### config.mk
export PLATFORM = sky130hd
export DESIGN_NAME = moosic_key_loader
export DESIGN_NICKNAME = d
export VERILOG_FILES = /design/src/rtl/moosic_pkg.sv /design/src/rtl/moosic_prescaler.sv /design/src/rtl/moosic_key_loader.sv
export SDC_FILE = /design/constraint.sdc
export NUM_CORES = 1
export LEC_CHECK = 0
export ABC_AREA = 1
export BUFFER_PORTS_ARGS = -buffer_cell sky130_fd_sc_hd__buf_2
export CORE_ASPECT_RATIO = 1.25
export CORE_MARGIN = 5
export CORE_UTILIZATION = 45
export DETAILED_ROUTE_END_ITERATION = 6
export GPL_TIMING_DRIVEN = 0
export PLACE_DENSITY = 0.74
export SYNTH_ARGS = -nofsm -noshare
export SYNTH_HDL_FRONTEND = slang
export SYNTH_SLANG_ARGS = --single-unit
### constraint.sdc
create_clock -name clk -period 4 [get_ports clk]
set_clock_uncertainty 0.15 [all_clocks]
set_input_delay 0.4 -clock clk [delete_from_list [all_inputs] [get_ports clk]]
set_output_delay 0.4 -clock clk [all_outputs]
set_load 0.02 [all_outputs]
### src/rtl/moosic_pkg.sv
// Shared types and defaults for the moosic key loader: FSM state encoding,
// default key/chunk widths and the chunks-per-key helper.
package moosic_pkg;

  typedef enum logic [1:0] {
    IDLE  = 2'd0,
    LOAD  = 2'd1,
    CHECK = 2'd2
  } state_t;

  localparam int KEY_SIZE_DEF = 16;
  localparam int CHUNK_DEF    = 4;

  function automatic int nchunk(input int key_size, input int chunk);
    return key_size / chunk;
  endfunction

endpackage

### src/rtl/moosic_prescaler.sv
// Reload-counter prescaler: emits a registered one-cycle tick every div+1
// enabled cycles, with the first tick on the first enabled cycle.
module moosic_prescaler #(
  parameter int DIV_WIDTH = 8
) (
  input  logic                 clk,
  input  logic                 rst_n,
  input  logic                 en,
  input  logic [DIV_WIDTH-1:0] div,
  output logic                 tick
);

  logic [DIV_WIDTH-1:0] cnt_reg;

  // Dropping the enable parks the counter at zero so a fresh run strobes at once.
  always_ff @(posedge clk) begin
    if (!rst_n) begin
      cnt_reg <= '0;
      tick    <= 1'b0;
    end else if (!en) begin
      cnt_reg <= '0;
      tick    <= 1'b0;
    end else if (cnt_reg == '0) begin
      cnt_reg <= div;
      tick    <= 1'b1;
    end else begin
      cnt_reg <= cnt_reg - {{(DIV_WIDTH-1){1'b0}}, 1'b1};
      tick    <= 1'b0;
    end
  end

endmodule

### src/rtl/moosic_key_loader.sv
// Pin-side controller for the locked counter: assembles a key from chunks,
// commits it after an XOR checksum check, and gates the increment strobe.
module moosic_key_loader
  import moosic_pkg::*;
#(
  parameter int KEY_SIZE  = KEY_SIZE_DEF,
  parameter int CHUNK     = CHUNK_DEF,
  parameter int DIV_WIDTH = 8
) (
  input  logic                 clk,
  input  logic                 rst_n,
  input  logic                 start_i,
  input  logic                 chunk_valid_i,
  input  logic [CHUNK-1:0]     chunk_i,
  input  logic                 incr_req_i,
  input  logic [DIV_WIDTH-1:0] div_i,
  output logic [KEY_SIZE-1:0]  key_o,
  output logic                 key_valid_o,
  output logic                 busy_o,
  output logic                 err_o,
  output logic                 incr_o
);

  localparam int NCHUNK = nchunk(KEY_SIZE, CHUNK);
  localparam int CNT_W  = $clog2(NCHUNK + 1);

  state_t              state_reg;
  logic [KEY_SIZE-1:0] shadow_reg;
  logic [CNT_W-1:0]    count_reg;
  logic [CHUNK-1:0]    xor_reg;
  logic [KEY_SIZE-1:0] key_reg;
  logic                key_valid_reg;
  logic                err_reg;
  logic                presc_en;

  always_ff @(posedge clk) begin
    if (!rst_n) begin
      state_reg     <= IDLE;
      shadow_reg    <= '0;
      count_reg     <= '0;
      xor_reg       <= '0;
      key_reg       <= '0;
      key_valid_reg <= 1'b0;
      err_reg       <= 1'b0;
    end else if (start_i) begin
      // A restart wins over any same-cycle chunk; the old key stays on key_o.
      state_reg     <= LOAD;
      shadow_reg    <= '0;
      count_reg     <= '0;
      xor_reg       <= '0;
      key_valid_reg <= 1'b0;
      err_reg       <= 1'b0;
    end else if (chunk_valid_i) begin
      case (state_reg)
        LOAD: begin
          shadow_reg <= (shadow_reg << CHUNK) | KEY_SIZE'(chunk_i);
          xor_reg    <= xor_reg ^ chunk_i;
          count_reg  <= count_reg + CNT_W'(1);
          if (count_reg == CNT_W'(NCHUNK - 1)) state_reg <= CHECK;
        end
        CHECK: begin
          if (chunk_i == xor_reg) begin
            key_reg       <= shadow_reg;
            key_valid_reg <= 1'b1;
          end else begin
            err_reg <= 1'b1;
          end
          state_reg <= IDLE;
        end
        default: state_reg <= state_reg;
      endcase
    end
  end

  assign presc_en = incr_req_i && key_valid_reg && (state_reg == IDLE);

  moosic_prescaler #(
    .DIV_WIDTH(DIV_WIDTH)
  ) u_prescaler (
    .clk  (clk),
    .rst_n(rst_n),
    .en   (presc_en),
    .div  (div_i),
    .tick (incr_o)
  );

  assign key_o       = key_reg;
  assign key_valid_o = key_valid_reg;
  assign busy_o      = (state_reg != IDLE);
  assign err_o       = err_reg;

endmodule
==> Yosys cells after proc, flatten, opt, wreduce, memory -nomap -nowiden <==
Cells that the tools add are included.
{ "totals": {"mem_count": 0, "romBits": 0, "word_cells": 45, "out_inout_bits": 20, "ramBits": 0, "in_bits": 17, "reg_bits": 52, "latchBits": 0} }
{ "classes": {"mux": 6, "reduce_logical": 16, "n_eq_ne": 6, "mul": 0, "magnitude_cmp": 0, "n_bitwise": 5, "shift": 0, "n_div": 0, "add_sub_neg": 2} }
{ "op_table": {"columns": ["cell", "count"], "rows": [
  ["OR 16 x 4 -> 16 bit", 1],
  ["AND reduction 3 bit", 4],
  ["logical NOT 8 bit", 1],
  ["two-way mux 8 bit", 1],
  ["subtractor 8 x 1 -> 8 bit, second input constant", 1],
  ["nonzero test 2 bit", 3],
  ["equality test 4 bit", 1],
  ["case mux 2 bit (2 select lines)", 1],
  ["AND reduction 2 bit", 2],
  ["AND reduction 4 bit", 1],
  ["bitwise XOR 4 bit", 1],
  ["adder 3 x 1 -> 3 bit, second input constant", 1],
  ["equality test 3 x 2 -> 1 bit, second input constant", 1],
  ["two-way mux 1 bit", 3],
  ["inequality test 3 bit, second input constant", 1],
  ["inverter 1 bit", 3],
  ["nonzero test 3 bit", 1],
  ["equality test 2 x 1 -> 1 bit, second input constant", 1],
  ["equality test 2 bit, second input constant", 1],
  ["logical AND 1 bit", 2],
  ["logical NOT 2 bit", 1],
  ["two-way mux 2 bit", 1],
  ["inequality test 2 bit, second input constant", 1],
  ["OR reduction 2 bit", 1]
]} }

==> Logic depth before layout (Yosys ltp) <==
{ "depth": {"ltp_word": 5, "depth_mapped": 10, "mapped_depth_nobuf": 9} }

==> Cells and area by module <==
From an unflattened synthesis, not the netlist that was laid out.
{ "hier_totals": {"hier_cells": 343, "area_unflattened_um2": 2416.1} }
{ "by_module_without_submodules": {"columns": ["mod", "seq_area_each_um2", "n_inst", "area_each_um2", "cells_per_inst"], "rows": [
  ["moosic_key_loader", 860.8, 1, 1899.3, 269],
  ["moosic_prescaler", 180.2, 1, 516.7, 74]
]} }

==> Least setup slack after synthesis <==
No wires, ideal clock.
{ "synth_timing": {"kind": "input port to flip-flop", "start": "input chunk_i[1]", "end": "register key_reg[10] (netlist: key_o[10])", "slack_ns": 2.579, "n_path_buf": 1, "t_arrival_ns": 1.161, "setup_time_ns": 0.110, "cell_stages": 9, "required_time_ns": 3.740, "path_cell_list": "inv_1 > nand2_1 > nand2_2 > nand2_4 > nor2_8 > buf_2 > nand4_1 > nand2_1 > nor2_1"} }
{ "synth_between": {"elab_chain_cells": 2} }
{ "synth_lines": {"columns": ["item", "line_no", "source"], "rows": [
  ["start, declared", "moosic_key_loader.sv:14", "input logic [CHUNK-1:0] chunk_i,"],
  ["equality test 4 bit", "moosic_key_loader.sv:62", "if (chunk_i == xor_reg) begin"],
  ["AND reduction 4 bit (no source line)", null, null],
  ["end signal, assigned", "moosic_key_loader.sv:63", "key_reg <= shadow_reg;"],
  ["end, declared", "moosic_key_loader.sv:31", "logic [KEY_SIZE-1:0] key_reg;"]
]} }
Every way passes these cells.
A chain may end at the register's enable or synchronous reset.

==> Worst setup path in the final report <==
{ "layout_timing": {"start": "register xor_reg[2]", "end": "register key_reg[7] (netlist: key_o[7])"} }
{ "layout_between": {"elab_chain_cells": 2} }
{ "layout_lines": {"columns": ["item", "line_no", "source"], "rows": [
  ["start, declared", "moosic_key_loader.sv:30", "logic [CHUNK-1:0] xor_reg;"],
  ["start signal, assigned", "moosic_key_loader.sv:57", "xor_reg <= xor_reg ^ chunk_i;"],
  ["equality test 4 bit", "moosic_key_loader.sv:62", null],
  ["AND reduction 4 bit (no source line)", null, null]
]} }
Every way passes these cells.

==> impl_metrics.json <==
{
  "clkSinkCount": 52,
  "ff_latch_area_um2": 1041,
  "global_route.usage.met3_pct": 3.007,
  "total_negative_setup_slacks_ps": 0,
  "design.die.area_um2": 6788,
  "max_slew.worst_pin.slew_ps": 436.3,
  "drtPass1Iterations": 4,
  "cts_hold_repair.buffers": 0,
  "detail_route.drc_violations": 0,
  "global_route.usage.met1_pct": 16.95,
  "area_growth_syn_to_layout_pct": 14.72,
  "yosys-top-cells-area": "dfxtp_1, inv_1, a21oi_1",
  "max_cap_violations": 0,
  "grtUsageTotal_pct": 15.30,
  "gr_peak_layer": "met2",
  "rsz_0062_raised_after_global_routing": "false",
  "drt_iter0_drc": 73,
  "final_critical_path_setup_slack_ps": 2466,
  "powerDensity_nw_per_um2": 330.9,
  "post_route_design_area_um2": 2701,
  "viasPerCell": 4.690,
  "synth_fp_nets": 345,
  "critPathRequiredTime_ps": 4060,
  "timing_max_transition_violations_final": 0,
  "antenna_violating_nets_post_route": 0,
  "multiInputGateArea_um2": 974.7,
  "top_level_ports": 37,
  "grt_max_degree": 16,
  "grt_remaining_overflow": 0,
  "worst_setup_path_end_kind": "flop",
  "synth.cell_area_um2": 2355,
  "max-slew-margin-rel_pct": 70.92,
  "share_of_layout_cells_above_drive_strength_1_pct": 18.80,
  "power.total_uw": 893.9,
  "antenna-diode-count": 0,
  "grt_pass1_vias": 1986,
  "std_cell_rows": 29,
  "clk_transition_reported_paths_ps": 90,
  "worst_ir_drop_vdd_v": 0.0002083,
  "fp.dieW_um": 74.70,
  "starting_density_pct": 46.35,
  "routabilityCongestion": 0.8073,
  "tritoncts": "yes",
  "total_leakage_power_nw": 1.234,
  "critical_path_class": "flop to flop",
  "drt-wirelength-per-cell_um": 10.90,
  "cts_repair_resize_count": 0,
  "finalSetupViolCount": 0,
  "worst_ep_arrival_time_ps": 1590,
  "post_detailed_routing_wire_length_mm": 4.677,
  "numPlacedInstances": 421,
  "synthDominantCellAreaShare_pct": 44.21,
  "post_route_insts_no_fill": 429,
  "fin_crit_sh_pct": 38.36,
  "period_minus_slack_ps": 1534,
  "design.core.area_um2": 5080,
  "whs_ps": 182.0,
  "cts.repair_timing.setup_buffer_count": 0,
  "numCtsBuffers": 5,
  "place_area_um2": 2608,
  "outcome": "finished clean",
  "yosys_warnings": 0,
  "yosys.area.top_type": "dfxtp_1",
  "filler_cell_count": 513,
  "die-height_um": 90.88,
  "place_ws_ps": 2245,
  "final_core_utilization_pct": 53.18,
  "synth_cell_type_count": 26,
  "clkLatencyLatePin_ps": 300,
  "finalNetCount": 387,
  "clock_tree.root_cell": "clkbuf_8",
  "clock_tree.buffer_depth": 2,
  "initial_antenna_violation_count": 0,
  "crit_path_start_kind": "flop",
  "min_path_type": "input port to flop",
  "finalHoldViolCount": 0,
  "first_pass_grt_wire_length_mm": 8.293,
  "io_buffer_count": 35,
  "avgSynthCellArea_um2": 7.268,
  "cts.htree.levels": 2,
  "synth-seq-cells": 52,
  "yosysSeqAreaShare_pct": 44.21,
  "syn_inst": 324,
  "post-dp-hpwl_mm": 3.581,
  "detailroute.via_count": 2012,
  "max_clock_freq_mhz": 651.7,
  "critPathMaxFanout": 10,
  "use_met2_pct": 26.69
}
path summary, 6_finish.rpt:
path | endpoint | cells past startpoint | slack [ps] | start
worst min register to register | u_prescaler.cnt_reg[0] | 1 | 280 | u_prescaler.cnt_reg[0]
worst max register to register | key_o[7] | 8 | 2470 | xor_reg[2]
worst min-delay path | u_prescaler.cnt_reg[6] | 2 | 180 | div_i[6]
worst max-delay path | key_o[7] | 8 | 2470 | xor_reg[2]
cells by family (layout without fill, tap and decap cells):
| group | after synthesis | in the layout | synth area share, % |
|---|---|---|---|
| and+or+nand+nor | 111 | 111 | 23.49 |
| AOI/OAI and AO/OA | 68 | 68 | 14.67 |
| DFF | 52 | 52 | 44.21 |
| xor gates and xnor gates | 3 | 3 | 1.116 |
| buffers and inverters | 86 | 129 | 14.40 |
| adders and majority gates | 4 | 4 | 2.125 |
cells in the mapped netlist:
cell type and count:
clkinv_1 1, o21ai_0 32, ha_1 4, buf_2 4, dfxtp_1 52, buf_1 2
nand2_4 1, nor2_1 27, buf_6 1, nand2_2 13, nor2_4 1, a21oi_1 35
xor2_1 2, inv_1 69, inv_2 3, clkbuf_1 5, o211a_1 1, nand3_4 1
buf_4 1, nor2_8 1, and3_1 1, xnor2_1 1, nand4_2 1, nand3_1 4
nand4_1 17, nand2_1 44
area by class of cell:
type                       instances  share of cell area (%)
buffer                            13                   2.409
sequential                        52                   38.54
timing repair buffer              35                   6.484
tap                               62                   2.872
multi-input combinational        186                   36.08
clock inverter                     1                  0.2779
clock buffer                       7                   3.196
inverter                          73                   10.14
critical path: stages, from the launching register on:
cell and delay, ps:
dfxtp_1 380, nand2_1 80, nand2_2 90, nand2_4 70
nor2_8 180, buf_2 240, nand4_1 120, nand2_1 90
nor2_1 40
power breakdown:
part	internal, mW	leakage (nW)	switching [mW]
combinational	0.0201	0.769	0.0407
clock	0.141	0.0445	0.165
sequential	0.524	0.420	0.00348
total	0.685	1.23	0.209
layer usage:
layer / part of all wire (%) / routed length (um)
met1: 43 / 1997
met2: 50 / 2361
met3: 4.1 / 192
met4: 2.7 / 125
met5: 0 / 0
layout by cell type, fill, tap and decap left out, types with 2 or more instances in the layout:
master    count
clkbuf_1      6
nor2_1       27
buf_2        39
o21ai_0      32
buf_1         2
nand4_1      17
a21oi_1      35
nand2_2      13
dfxtp_1      52
ha_1          4
nand3_1       4
inv_2         3
clkbuf_8      6
nand2_1      44
inv_1        69
xor2_1        2
(Power assumes the default switching activity.)
